## src/rtl/io_trap_pkg.sv

```systemverilog
// Shared types and constants for the Z80 I/O trap block.
// Holds the FSM state encoding, control-register bit positions and default parameters.
package io_trap_pkg;

    typedef enum logic [1:0] {
        ST_IDLE = 2'd0,
        ST_TRAP = 2'd1,
        ST_HOLD = 2'd2
    } trap_state_e;

    localparam int CTRL_GUEST   = 0;
    localparam int CTRL_TRAP_EN = 1;
    localparam int CTRL_RSVD    = 2;

    localparam logic [7:0] DEFAULT_BASE_ADDR  = 8'h40;
    localparam int         DEFAULT_NMI_CYCLES = 4;

endpackage

```

## src/rtl/io_trap_nmi_pulse_gen.sv

```systemverilog
// NMI pulse-width counter: loads the pulse length, counts down while enabled,
// and flags the last cycle of the pulse.
module nmi_pulse_gen #(
    parameter int NMI_CYCLES = 4
) (
    input  logic clk,
    input  logic reset_n,
    input  logic load_i,
    input  logic count_i,
    output logic done_o
);

    logic [2:0] count_q;
    logic [2:0] count_d;

    always_comb begin
        count_d = count_q;
        if (load_i) begin
            count_d = 3'(NMI_CYCLES);
        end else if (count_i && (count_q != 3'd0)) begin
            count_d = count_q - 3'd1;
        end
    end

    always_ff @(posedge clk or negedge reset_n) begin
        if (!reset_n) begin
            count_q <= 3'd0;
        end else begin
            count_q <= count_d;
        end
    end

    assign done_o = (count_q == 3'd1);

endmodule

```

## src/rtl/io_trap.sv

```systemverilog
// Guest-mode I/O trap for a Z80 system: decodes control/ISR port accesses and
// raises a fixed-width NMI when a guest executes I/O while trapping is enabled.
module io_trap
    import io_trap_pkg::*;
#(
    parameter logic [7:0] BASE_ADDR  = DEFAULT_BASE_ADDR,
    parameter int         NMI_CYCLES = DEFAULT_NMI_CYCLES
) (
    input  logic       clk,
    input  logic       reset_n,
    input  logic [7:0] addr,
    input  logic       iorq_n,
    input  logic       m1_n,
    input  logic       rd_n,
    input  logic       wr_n,
    input  logic [2:0] ctrl_in,
    output logic       write_ctrl_en,
    output logic       read_isr_en,
    output logic       record_isr_en,
    output logic       io_violation_occured,
    output logic       nmi_n,
    output logic       io_block_n
);

    localparam logic [7:0] ISR_ADDR = BASE_ADDR + 8'd1;

    trap_state_e state_q;
    trap_state_e state_d;
    logic        nmi_n_q;
    logic        nmi_n_d;
    logic        flag_q;
    logic        flag_d;
    logic        rd_n_q;
    logic        read_seen_q;

    logic io_cyc;
    logic guest;
    logic violation;
    logic cnt_load;
    logic cnt_run;
    logic cnt_done;
    logic flag_clear;
    logic unused_rsvd;

    // Interrupt acknowledge also drives IORQ low, but together with M1.
    assign io_cyc    = !iorq_n && m1_n;
    assign guest     = ctrl_in[CTRL_GUEST];
    assign violation = io_cyc && guest && ctrl_in[CTRL_TRAP_EN];

    assign unused_rsvd = ctrl_in[CTRL_RSVD];

    assign write_ctrl_en = io_cyc && !wr_n && (addr == BASE_ADDR) && !guest;
    assign read_isr_en   = io_cyc && !rd_n && (addr == ISR_ADDR) && !guest;
    assign record_isr_en = !m1_n && iorq_n && guest && (state_q != ST_TRAP);

    assign io_block_n = !(violation || ((state_q == ST_TRAP) && !iorq_n));

    nmi_pulse_gen #(
        .NMI_CYCLES(NMI_CYCLES)
    ) u_nmi_pulse_gen (
        .clk     (clk),
        .reset_n (reset_n),
        .load_i  (cnt_load),
        .count_i (cnt_run),
        .done_o  (cnt_done)
    );

    always_comb begin
        state_d  = state_q;
        cnt_load = 1'b0;
        cnt_run  = 1'b0;
        unique case (state_q)
            ST_IDLE: begin
                if (violation) begin
                    state_d  = ST_TRAP;
                    cnt_load = 1'b1;
                end
            end
            ST_TRAP: begin
                cnt_run = 1'b1;
                if (cnt_done) begin
                    state_d = ST_HOLD;
                end
            end
            ST_HOLD: begin
                // Wait for the trapping bus cycle to end so a held IORQ traps once.
                if (iorq_n) begin
                    state_d = ST_IDLE;
                end
            end
            default: state_d = ST_IDLE;
        endcase
    end

    // Read-to-clear fires on the first edge that sees RD released after an ISR read.
    assign flag_clear = read_seen_q && rd_n && !rd_n_q;

    always_comb begin
        nmi_n_d = (state_d != ST_TRAP);
        flag_d  = flag_q;
        if (cnt_load) begin
            flag_d = 1'b1;
        end else if (flag_clear) begin
            flag_d = 1'b0;
        end
    end

    always_ff @(posedge clk or negedge reset_n) begin
        if (!reset_n) begin
            state_q     <= ST_IDLE;
            nmi_n_q     <= 1'b1;
            flag_q      <= 1'b0;
            rd_n_q      <= 1'b1;
            read_seen_q <= 1'b0;
        end else begin
            state_q     <= state_d;
            nmi_n_q     <= nmi_n_d;
            flag_q      <= flag_d;
            rd_n_q      <= rd_n;
            read_seen_q <= read_isr_en;
        end
    end

    assign nmi_n                = nmi_n_q;
    assign io_violation_occured = flag_q;

endmodule

```

## config.mk

```make
export PLATFORM = sky130hd
export DESIGN_NAME = io_trap
export DESIGN_NICKNAME = d
export VERILOG_FILES = /design/src/rtl/io_trap_pkg.sv /design/src/rtl/io_trap_nmi_pulse_gen.sv /design/src/rtl/io_trap.sv
export SDC_FILE = /design/constraint.sdc
export NUM_CORES = 1
export LEC_CHECK = 0
export ABC_AREA = 1
export CELL_PAD_IN_SITES_DETAIL_PLACEMENT = 0
export CELL_PAD_IN_SITES_GLOBAL_PLACEMENT = 1
export CORE_MARGIN = 2
export CORE_UTILIZATION = 29
export CTS_BUF_LIST = sky130_fd_sc_hd__clkbuf_2
export DETAILED_ROUTE_END_ITERATION = 8
export GPL_ROUTABILITY_DRIVEN = 0
export HOLD_SLACK_MARGIN = 0.02
export PLACE_DENSITY_LB_ADDON = 0.15
export SETUP_SLACK_MARGIN = 0.05
export SKIP_CTS_REPAIR_TIMING = 1
export SYNTH_ARGS = -nofsm -noshare
export SYNTH_HDL_FRONTEND = slang
export SYNTH_SLANG_ARGS = --single-unit
```

## constraint.sdc

```tcl
create_clock -name clk -period 1.6 [get_ports clk]
set_clock_uncertainty 0.05 [all_clocks]
set_input_delay 0.4 -clock clk [delete_from_list [all_inputs] [get_ports clk]]
set_output_delay 0.4 -clock clk [all_outputs]
set_load 0.05 [all_outputs]
```

# After elaboration in Yosys (flattened, before gate mapping)
# Cells that the tools add are included.
# word_totals
ff_bits,9
input_bits,17
out_inout_bits,6
wordCells,53
# classes
addsub,1
eq_ne,7
mux,11
reduce_logical,28
# op_table
op,count
== test 8 x 7 -> 1 bit (second input constant),2
logical AND 1 bit,16
logical NOT 1 bit,7
2-to-1 mux 2 bit,3
2-to-1 mux 3 bit,2
one-hot mux 2 bit (3 select lines),1
2-to-1 mux 1 bit,5
!= test 2 x 1 -> 1 bit (second input constant),2
nonzero test 2 bit,2
== test 3 x 1 -> 1 bit (second input constant),1
nonzero test 3 bit,1
subtractor 3 x 1 -> 3 bit (second input constant),1
== test 2 x 1 -> 1 bit (second input constant),1
== test 2 bit (second input constant),1
logical NOT 2 bit,1
logical OR 1 bit,1

# Longest topological paths before layout
# Gate-level depths: netlist (run 1).
# depth
word_depth,7
depth_mapped,6
depth_no_buf,6

# Hierarchy
# A second synthesis (run 1) with hierarchy kept.
# hier_totals
hier_cells,75
area_unflattened_um2,561.8
# modules_own_cells
module,instances,cells_each,area_each_um2,seq_area_each_um2
io_trap,1,49,359.1,152.6
nmi_pulse_gen,1,26,202.7,75.1

# Worst setup path after synthesis (run 1)
# No wires, ideal clock.
# synth_path
kind,input to output
startpoint,in ctrl_in[0]
endpoint,out record_isr_en
arrival_ns,1.974
required_ns,1.150
path_slack_ns,-0.824
stages,2
n_path_buf,0
cell_sequence,inv_1 -> nor4_1
# synth_via
elab_chain_cells,2
# synth_lines
item,line,rtl
"start, declared",io_trap.sv:16,"input logic [2:0] ctrl_in,"
logical AND 1 bit (2 in series),io_trap.sv:54,assign record_isr_en = !m1_n && iorq_n && guest && (state_q != ST_TRAP);
"end, declared",io_trap.sv:19,"output logic record_isr_en,"
# Every way passes these cells.

# Worst setup path after layout (run 1)
# layout_path
startpoint,reg state_q[0]
endpoint,out io_block_n
# layout_via
elab_chain_cells,4
# layout_lines
item,line,rtl
"start, declared",io_trap.sv:27,trap_state_e state_q;
"start signal, assigned",io_trap.sv:116,state_q <= state_d;
== test 2 x 1 -> 1 bit,io_trap.sv:56,assign io_block_n = !(violation || ((state_q == ST_TRAP) && !iorq_n));
logical AND 1 bit,io_trap.sv:56,
logical OR 1 bit,io_trap.sv:56,
logical NOT 1 bit,io_trap.sv:56,
"end, declared",io_trap.sv:22,output logic io_block_n
# Every way passes these cells.

==> impl_metrics.csv, run 1 <==
group,metric,value,unit
clock_tree,cts.clk_slew.worst_paths,0.08,ns
logic_synthesis,syn_nets,83,
worst_setup_path,crit_buf_inv,2,
power,power_density,1250,nW/um2
clock_tree,cts_tree,"yes",
floorplan,die-area,2070,um2
logic_synthesis,synth_top_family_by_area,"simple AND/OR/NAND/NOR gates",
sta,worst_slew_pin_slew,0.402,ns
power,switchingPower,0.000471,W
logic_synthesis,synth_xor_area_frac,0,
clock_tree,cts.sinks,9,
drt,drc,0,
placed_design,dpl_cell_area,852,um2
floorplan,placementRows,14,
sta,max_freq,621,MHz
worst_setup_path,cp_top_family,"flip-flops",
worst_setup_path,crit_path_start_kind,"flip-flop",
global_route,first_global_vias,461,
floorplan,die_y,45.5,um
logic_synthesis,yosysSeqAreaShare,0.456,
drt,wl_per_cell,9.79,um
power,power.internal,0.000667,W
min_path,hold_class,"primary input to flip-flop",
min_path,whs_path_depth,2,
worst_setup_path,reg2reg_from,"u_nmi_pulse_gen.count_q[0]",
worst_setup_path,critPathArrivalTime,1.16,ns
worst_setup_path,worstPathMaxFanout,6,
finish,fin_util,0.586,
logic_synthesis,synth_fa_ha_area_frac,0.0752,
worst_setup_path,r2r_cells,6,
logic_synthesis,yosysWarnings,0,
status,status,"complete, but fails checks",
finish,final_common_cell,"inv_1",
global_route,grt_pass1_wl,1860,um
logic_synthesis,yosysUniqueCellTypes,16,
power,power,0.00114,W
worst_setup_path,worstSetupStartpoint,"state_q[0]",
sta,fin_crit,1.61,ns
worst_setup_path,crit_type,"flip-flop to output pin",
placed_design,hpwl,895,um
min_path,worstHoldStart,"rd_n",
sta,rsz0062_at_grt,"true",
finish,layout_common_cells,"10 x inv_1, 9 x nand2_1, 8 x nand3_1, 8 x clkbuf_2, 8 x buf_4",
sta,setup_violations,1,
worst_setup_path,r2r-end,"u_nmi_pulse_gen.count_q[1]",
clock_tree,root_buffer,"clkbuf_2",
drt,drtPass1Iterations,4,
sta,setup_slack,-0.0112,ns
status,violations,"setup timing",
worst_setup_path,crit_path_end_kind,"output pin",
drt,drt_iter0_drc,1,
worst_setup_path,crit_chain,"inv_2 > nor2_4 > a22oi_2 > buf_12",
logic_synthesis,syn-cell-area,499,um2
power,power_frac_seq,0.328,
finish,layout.area.seq,228,um2
drt,via_per_inst,4.34,
finish,multi_input_area,253,um2
finish,insertedDiodeCount,0,
placed_design,portBuffers,21,
worst_setup_path,reg2reg_slack,0.34,ns
clock_tree,htreeDepth,1,
power,swShare,0.414,
global_route,grt_use_total,0.127,
global_route,antenna_found_initial,0,
logic_synthesis,synth_compound_area_frac,0.0426,
finish,finalInstanceArea,913,um2
drt,wl,1100,um
finish,nets,117,
sta,min_period_over_period,1.01,
floorplan,dieWidth,45.5,um
sta,tns,-0.0112,ns
clock_tree,cts.path.max_buffers,2,
floorplan,coreArea,1560,um2
min_path,whs_endpoint,"rd_n_q",
power,p_clk_frac,0.125,
finish,drive_gt1_frac,0.448,
finish,area_growth,83.0,%
worst_setup_path,cp_slowest_stage_delay,0.38,ns
logic_synthesis,synthMuxAreaShare,0,
logic_synthesis,syn_area_per_cell,7.92,um2
power,comb_power_share,0.546,
worst_setup_path,critPathSlowestCell,"dfrtp_1",
worst_setup_path,worstPathRequired,1.15,ns
finish,n_fill_cell,148,
power,p_leak,0.497,nW
logic_synthesis,synthSimpleGateAreaFrac,0.313,
floorplan,io_pins,23,
sta,final-hold-violation-count,0,
floorplan,initial_core_util,0.320,
logic_synthesis,ys_seq_elements,9,
logic_synthesis,synth_cells,63,
power,vdd_drop_max,737,uV
job,maxCapViolations,0,
sta,slew_violations,0,
clock_tree,numCtsBuffers,3,
global_route,grt_max_degree,10,
global_route,grt_overflow,0,
clock_tree,clk_latency,0.24,ns
sta,slew-limit-headroom,0.731,
drt,ant_nets,0,
drt,vias,486,
-- synthesized netlist by cell type --
| cell | instances | area [um2] |
|---|---|---|
| inv_1 | 14 | 52.6 |
| nand2_1 | 9 | 33.8 |
| nor2_1 | 9 | 33.8 |
| nand3_1 | 8 | 40.0 |
| dfrtp_1 | 7 | 175 |
| ha_1 | 3 | 37.5 |
| nand4_1 | 3 | 18.8 |
| dfstp_2 | 2 | 52.6 |
| a22oi_1 | 1 | 7.51 |
| inv_2 | 1 | 3.75 |
| nand2_2 | 1 | 6.26 |
| nor2_4 | 1 | 11.3 |
| nor4_1 | 1 | 6.26 |
| o21ai_0 | 1 | 5.00 |
| o21ai_2 | 1 | 8.76 |
| or2_0 | 1 | 6.26 |
-- sequential cells by signal, indices dropped and copies added (netlist names) --
signal and count:
rd_n_q 1, u_nmi_pulse_gen.count_q 3, state_q 2, io_violation_occured 1
nmi_n 1, read_seen_q 1
-- cell families (layout without fill, tap and decap cells) --
family,Yosys count,in the layout
buffers and inverters,15,48
AOI/OAI and AO/OA,3,3
and+or+nand+nor,33,33
adders and majority gates,3,3
DFF,9,9
-- routing by layer --
metal | global-route usage | share of wire | vias to the layer above
met1 | 0.169 | 0.53 | 213
met4 | 0.0529 | 0 | 0
met3 | 0.0397 | 0.042 | 0
met2 | 0.186 | 0.43 | 10
met5 | 0 | 0 | -
li1 | - | - | 263
-- layout make-up --
class | instances | area share
clock buffers | 4 | 0.0219
inverters | 15 | 0.0644
multi-input cells | 39 | 0.277
flip-flops and latches | 9 | 0.249
well taps | 16 | 0.0219
repair buffers | 29 | 0.366
-- stage by stage --
| stage | setup WS (ns) | cells | hold slack (ns) |
|---|---|---|---|
| 2_1_floorplan | -0.0486 | 63 | 0.0544 |
| 5_1_grt | -0.100 | 112 | 0.345 |
| 6_report | -0.0112 | 112 | 0.358 |
| 3_3_place_gp | -0.366 | 105 | 0.439 |
| 3_5_place_dp | -0.397 | 105 | 0.445 |
| 4_1_cts | -0.399 | 109 | 0.400 |
-- power groups by stage --
stage | Sequential, W | Clock (W) | Combinational [W]
2_1_floorplan | 0.000423 | 0 | 0.000308
3_3_place_gp | 0.000376 | 0 | 0.000582
3_5_place_dp | 0.000378 | 0 | 0.000587
4_1_cts | 0.000374 | 0.000150 | 0.000590
5_1_grt | 0.000384 | 0.000161 | 0.000694
6_report | 0.000374 | 0.000143 | 0.000622
-- how the worst max path moves through the flow --
stage,cells after the start,endpoint,slack [ns]
CTS,6,read_isr_en,-0.40
global placement,6,read_isr_en,-0.37
global route,4,io_block_n,-0.10
finish,4,io_block_n,-0.01
floorplan,4,read_isr_en,-0.05
detailed placement,6,read_isr_en,-0.40
No activity file was read; power rests on OpenSTA's default activity.
==> run 2, diff against run 1 <==
- SLEW_MARGIN: default -> 25
==> results of run 2 <==
Final layout, timing and power as in run 1 (identical DEF).
==> run 3, diff against run 2 <==
- SKIP_CTS_REPAIR_TIMING: 1 -> default
==> impl_metrics.csv, run 3 (synthesized netlist as in run 1, its figures left out) <==
group,metric,value,unit
status,status,"complete, no violations",
sta,min_period_over_period,0.999,
finish,insertedDiodeCount,0,
worst_setup_path,crit_path_end_kind,"output pin",
finish,area_growth,78.4,%
clock_tree,htreeDepth,1,
clock_tree,cts.sinks,9,
floorplan,io_pins,23,
sta,worst_slew_pin_slew,0.405,ns
worst_setup_path,worstPathRequired,1.15,ns
finish,n_fill_cell,156,
drt,drt_iter0_drc,3,
sta,hold_ws,0.389,ns
drt,drc,0,
clock_tree,clk_latency,0.24,ns
clock_tree,root_buffer,"clkbuf_2",
floorplan,placementRows,14,
finish,drive_gt1_frac,0.490,
global_route,first_global_vias,486,
drt,drtPass1Iterations,3,
drt,wl_per_cell,10.2,um
sta,tns,0,ns
finish,largest_register,"u_nmi_pulse_gen.count_q",
drt,via_per_inst,4.36,
placed_design,dp_cells,105,
global_route,grt_overflow,0,
sta,setup_violations,0,
drt,wl,1150,um
job,maxCapViolations,0,
power,power,0.00115,W
placed_design,portBuffers,21,
floorplan,die-area,2070,um2
sta,fin_crit,1.60,ns
clock_tree,cts.path.max_buffers,2,
drt,ant_nets,0,
finish,stdcell_count,112,
sta,final-hold-violation-count,0,
floorplan,die_y,45.5,um
finish,final_common_cell,"inv_1",
min_path,hold_class,"primary input to async pin",
sta,rsz0062_at_grt,"true",
sta,slew-limit-headroom,0.729,
finish,largest_register_ffs,3,
finish,multi_input_area,263,um2
floorplan,initial_core_util,0.320,
drt,vias,488,
worst_setup_path,critPathArrivalTime,1.15,ns
clock_tree,cts_hold_buf,0,
global_route,grt_use_total,0.134,
global_route,grt_max_degree,10,
finish,nets,117,
placed_design,hpwl,895,um
global_route,antenna_found_initial,0,
global_route,grt_pass1_wl,1980,um
power,vdd_drop_max,712,uV
clock_tree,numCtsBuffers,3,
clock_tree,cts.clk_slew.worst_paths,0.10,ns
worst_setup_path,crit_path_start_kind,"flip-flop",
power,power_density,1290,nW/um2
worst_setup_path,crit_type,"flip-flop to output pin",
floorplan,coreArea,1560,um2
finish,layout.area.seq,228,um2
sta,max_freq,626,MHz
finish,top_regs,"u_nmi_pulse_gen.count_q: 3 flops, state_q: 2 flops",
sta,slew_violations,0,
worst_setup_path,worstPathMaxFanout,3,
power,p_leak,0.448,nW
clock_tree,cts_tree,"yes",
floorplan,dieWidth,45.5,um
finish,layout_common_cells,"10 x inv_1, 9 x nand2_1, 8 x nand3_1, 8 x buf_4",
run 3: power by group:
group,internal (W),switching [W]
logic,0.000286,0.000340
clock network,0.0000664,0.0000793
registers,0.000313,0.0000622
run 3: repair_timing:
action | 4_1_cts | 5_1_grt
pin swaps | 13 | 10
resized for setup | 42 | 17
endpoints found under the setup margin | 4 | 4
setup buffers | 2 | 1
run 3: path summary, 6_finish.rpt:
path,slack (ns),endpoint,startpoint,cells after the start
max,0.002,io_block_n,state_q[0],4
min,0.39,u_nmi_pulse_gen.count_q[2],reset_n,1
max reg2reg,0.33,u_nmi_pulse_gen.count_q[1],u_nmi_pulse_gen.count_q[0],6
min reg2reg,0.46,u_nmi_pulse_gen.count_q[1],u_nmi_pulse_gen.count_q[1],2
max in group asynchronous,0.78,rd_n_q,reset_n,1
min in group clk,0.42,rd_n_q,rd_n,2
run 3: stage by stage:
stage / util / instance area [um2] / setup WS, ns
2_1_floorplan: - / 524 / -0.0486
3_3_place_gp: 0.547 / 852 / -0.366
3_5_place_dp: 0.547 / 852 / -0.397
4_1_cts: 0.543 / 847 / -0.0143
5_1_grt: 0.571 / 891 / -0.0650
6_report: 0.571 / 891 / 0.00185
run 3: critical path: stages, from the launching register on:
cell,delay (ns)
dfrtp_1,0.40
inv_2,0.08
nor2_4,0.05
a22oi_2,0.21
buf_12,0.17
run 3: layer usage:
| layer | up-vias | wire, um | track usage |
|---|---|---|---|
| li1 | 262 | - | - |
| met1 | 212 | 581 | 0.184 |
| met2 | 12 | 498 | 0.194 |
| met3 | 2 | 56 | 0.0397 |
| met4 | 0 | 10 | 0.0529 |
| met5 | - | 0 | 0 |
run 3: cell type report:
class / count / area share
timing repair buffer: 29 / 0.341
multi-input combinational: 39 / 0.295
sequential: 9 / 0.256
inverter: 15 / 0.0632
clock buffer: 4 / 0.0225
tap: 16 / 0.0225
